## src/rtl/queue_n_to_1_pkg.sv

```systemverilog
// Shared helpers for the N-to-1 queue: compile-time width arithmetic.
package queue_n_to_1_pkg;

    function automatic int unsigned clog2(input int unsigned n);
        int unsigned r;
        r = 0;
        for (int unsigned v = 1; v < n; v = v << 1) begin
            r++;
        end
        return r;
    endfunction

endpackage

```

## src/rtl/queue_n_to_1.sv

```systemverilog
// Multi-lane push, single-element pull circular queue.
// Up to Lanes elements are written per cycle; Q shows the head combinationally.
module queue_n_to_1
    import queue_n_to_1_pkg::*;
#(
    parameter int unsigned Width        = 8,
    parameter int unsigned Lanes        = 2,
    parameter int unsigned AddressWidth = 3,
    localparam int unsigned Depth       = 1 << AddressWidth,
    localparam int unsigned CW          = clog2(Lanes + 1)
) (
    input  logic                      clk,
    input  logic                      rst,
    input  logic                      push,
    input  logic [CW-1:0]             lanes,
    input  logic [Width*Lanes-1:0]    D,
    input  logic                      pull,
    output logic [Width-1:0]          Q,
    // `void` is a reserved word in SystemVerilog
    output logic                      void_o,
    output logic                      full,
    output logic [AddressWidth:0]     level,
    output logic                      overflow,
    output logic                      underflow
);

    localparam int unsigned LW = AddressWidth + 1;

    logic [Width-1:0]        mem_q [Depth];
    logic [AddressWidth-1:0] wp_q, wp_d, rp_q, rp_d;
    logic [LW-1:0]           level_q, level_d;
    logic                    ovf_q, ovf_d, unf_q, unf_d;
    logic [LW-1:0]           lanes_w, room;
    logic                    push_ok, pull_ok;

    always_comb begin
        lanes_w = LW'(lanes);
        // Space is judged on the pre-edge level; a same-cycle pull frees nothing.
        room    = LW'(Depth) - level_q;
        push_ok = push && (lanes_w != '0) && (lanes_w <= room);
        pull_ok = pull && (level_q != '0);

        wp_d    = push_ok ? wp_q + AddressWidth'(lanes_w) : wp_q;
        rp_d    = pull_ok ? rp_q + AddressWidth'(1) : rp_q;
        level_d = level_q + (push_ok ? lanes_w : '0) - (pull_ok ? LW'(1) : '0);
        ovf_d   = ovf_q | (push && (lanes_w != '0) && !push_ok);
        unf_d   = unf_q | (pull && !pull_ok);
    end

    always_ff @(posedge clk or posedge rst) begin
        if (rst) begin
            wp_q    <= '0;
            rp_q    <= '0;
            level_q <= '0;
            ovf_q   <= 1'b0;
            unf_q   <= 1'b0;
        end else begin
            wp_q    <= wp_d;
            rp_q    <= rp_d;
            level_q <= level_d;
            ovf_q   <= ovf_d;
            unf_q   <= unf_d;
        end
    end

    // Storage is not reset; lane k lands at wp+k, wrapping modulo Depth.
    always_ff @(posedge clk) begin
        for (int unsigned k = 0; k < Lanes; k++) begin
            if (push_ok && (k < 32'(lanes))) begin
                mem_q[wp_q + AddressWidth'(k)] <= D[Width*k +: Width];
            end
        end
    end

    always_comb begin
        Q         = mem_q[rp_q];
        void_o    = (level_q == '0);
        full      = (level_q > LW'(Depth - Lanes));
        level     = level_q;
        overflow  = ovf_q;
        underflow = unf_q;
    end

endmodule

```

## config.mk

```make
export PLATFORM = sky130hd
export DESIGN_NAME = queue_n_to_1
export DESIGN_NICKNAME = d
export VERILOG_FILES = /design/src/rtl/queue_n_to_1_pkg.sv /design/src/rtl/queue_n_to_1.sv
export SDC_FILE = /design/constraint.sdc
export NUM_CORES = 1
export LEC_CHECK = 0
export ABC_AREA = 1
export CORE_MARGIN = 5
export CORE_UTILIZATION = 45
export DETAILED_ROUTE_END_ITERATION = 16
export PLACE_DENSITY_LB_ADDON = 0.25
export SLEW_MARGIN = 20
export SYNTH_ARGS = -nofsm -noshare
export SYNTH_HDL_FRONTEND = slang
export SYNTH_SLANG_ARGS = --single-unit
```

## constraint.sdc

```tcl
create_clock -name clk -period 2.62 [get_ports clk]
set_input_delay 0.655 -clock clk [delete_from_list [all_inputs] [get_ports clk]]
set_output_delay 0.655 -clock clk [all_outputs]
set_load 0.005 [all_outputs]
```

==> metrics.cfg <==
[sta]
relSlewSlack_pct=59.95
worstMarginPinSlew_ns=0.6000
finalCriticalPeriod_ns=2.494
rsz0062_at_grt=false
max_freq_ghz=0.4010
finalWorstSetupSlack_ns=0.1261
fin_crit_sh_pct=95.19
setup_viol=0
drv_slew=0
finalHoldViolations=0
skew_ns=0.008699
hold_slack_ns=0.5008

[critical_path]
path_common_cell=inv_2
crit_type=reg2reg
cp-end-kind=register
worst-path-stages=17
slowest_stage=fa_2
path_cells=inv_2 -> ha_4 -> inv_2 -> ha_4 -> nand2_2 -> nand3_2 -> nor2_2 -> nand2_2 -> nand2_2 -> inv_2 -> nand2_2 -> ha_4 -> inv_2 -> ha_4 -> inv_2 -> fa_2 -> inv_1
crit_buf_inv=6
cp-start-kind=register
path_max_fanout=2
reg2regPathDepth=17
cp.required_ns=2.88
crit_family=adder cells
worstPathArrival_ns=2.75
cpPeakStageDelay_ns=0.50

[synth]
synth_top_area_cell=edfxtp_1
synth_top_area_share_pct=43.51
syn_inst=553
syn-num-nets=591
ys_seq_area_share_pct=50.31
syn_area_sq_um=4417
yosysUniqueCellTypes=29
ys_seq_elements=76
synth_area_leaders=edfxtp_1, nand2_1, dfrtp_1
ys_warn_count=0
syn_area_per_cell_sq_um=7.987

[cells_and_area]
drive_above_1_share_pct=14.66
area_growth_pct=24.05
final.fill_count=863
final_nets=647
final_util_pct=56.58
antenna_cells=0
mostFrequentLayoutCell=nand2_1
layout_common_cells=nand2_1, edfxtp_1, nor2_1

[power]
power.density_nw_per_um2=1035
power.internal_mw=3.448
comb_power_share_pct=50.3
p_sw_mw=2.225
clkPwrFrac_pct=18.1
leakage_nw=2.356
p_total_mw=5.673
ir_drop_mv=0.7651
p_sw_share_pct=39.23
p_seq_share_pct=31.6

[clock_tree]
h-tree-depth=3
path_clk_slew_ns=0.09
numCtsBuffers=9
cts_tree=done
ctsLongestPathBuffers=2
insertion_delay_ns=0.36
cts_root_buf=clkbuf_8
clkSinkCount=76

[placed_design]
gp_congestion=0.8924
dp_hpwl_um=8066
post-place-ws_ns=-0.5583
port_buffers=37

[drt]
drtIter0Drc=244
ant_nets=0
wire_per_inst_um=14.61
viasPerCell=5.067
vias=3785
first_pass_iters=5
drc_errors=0
wirelength_um=10920

[floorplanning]
pin_count=38
die-area_sq_um=11900
placementRows=36
initial_core_util_pct=45.61
die_h_um=109.1
core_area_sq_um=9684
die_x_um=109.1

[global_routing]
grt_usage_pct=19.97
grt_start_max_net_pins=23
antenna_found_initial=0
grt_pass1_vias=3687
grt_pass1_wl_um=18010
grt_remaining_overflow=0

[run_status]
status=complete, no violations

[job]
maxCapViolations=0

[min_path]
hold_class=reg2reg
whs_path_depth=1

-- final timing paths --
path | from | to | slack, ns
max reg2reg | level[0] | level[1] | 0.13
min in group asynchronous | rst | level[2] | 0.65
min | underflow | underflow | 0.50
max in group asynchronous | rst | rp_q[0] | 1.54
min reg2reg | underflow | underflow | 0.50
max | level[0] | level[1] | 0.13
-- repair_timing --
action / 4_1_cts / 5_1_grt
buffers inserted: 2 / 1
resized for setup: 15 / 18
pin swaps: 7 / 8
hold buffers: 0 / 0
gates cloned: 1 / 0
endpoints found under the setup margin: 11 / 6
-- flip-flops by register name, summed over array words and instances (netlist names) --
name / cells
underflow: 1
rp_q: 3
wp_q: 3
level: 4
overflow: 1
mem_q: 64
-- logic make-up (layout without fill, tap and decap cells) --
kind of cell / Yosys count / after routing / share of synthesized area, %
buffers and inverters: 68 / 129 / 6.289
flip-flops: 76 / 76 / 50.31
XOR/XNOR: 4 / 4 / 0.7933
AO/OA/AOI/OAI: 66 / 66 / 7.904
AND/OR/NAND/NOR: 323 / 323 / 29.83
adder cells (fa/ha/maj): 16 / 16 / 4.873
-- metrics by stage --
stage                     cells  cell area (sq um)  TNS [ns]
after floorplan             553               4472  -0.04243
after global placement      727               5137    -8.945
after detailed placement    727               5137    -14.79
after CTS                   746               5413         0
after global routing        747               5479         0
final                       747               5479         0
-- synth_stat cells, drive strengths merged --
| master | count |
|---|---|
| buf | 11 |
| a22o | 1 |
| nand4 | 8 |
| nor2 | 59 |
| a21oi | 10 |
| inv | 36 |
| fa | 2 |
| ha | 14 |
| clkbuf | 18 |
| xnor2 | 2 |
| edfxtp | 64 |
| xor2 | 2 |
| dfrtp | 12 |
| o21ai | 45 |
| o21bai | 2 |
| nand2 | 248 |
| clkinv | 3 |
| nor3 | 4 |
| nand3 | 4 |
| a31oi | 8 |
-- power by group through the flow --
stage / Sequential, mW / Combinational [mW] / Clock (mW)
floorplan: 1.79 / 1.66 / 0
global placement: 1.81 / 2.63 / 0
detailed placement: 1.81 / 2.71 / 0
CTS: 1.79 / 2.76 / 1.04
global route: 1.83 / 3.23 / 1.08
finish: 1.79 / 2.85 / 1.03
-- layer usage --
metal	global-route usage (%)	vias to the layer above	share of wire, %
met1	22.91	1737	38
met3	5.033	29	7.1
met4	7.214	0	2.6
met5	0	-	0
li1	-	1891	-
met2	35.83	128	52
-- layout make-up --
| cell class | count | area (sq um) | share of cell area [%] |
|---|---|---|---|
| clock buffer | 11 | 141.4 | 2.581 |
| clock inverter | 5 | 85.08 | 1.553 |
| inverter | 39 | 146.4 | 2.672 |
| sequential | 76 | 2223 | 40.58 |
| multi-input combinational | 409 | 2032 | 37.09 |
| timing repair buffer | 74 | 684.4 | 12.49 |
| tap | 133 | 166.4 | 3.037 |
Power figures use the tool's default switching activity.
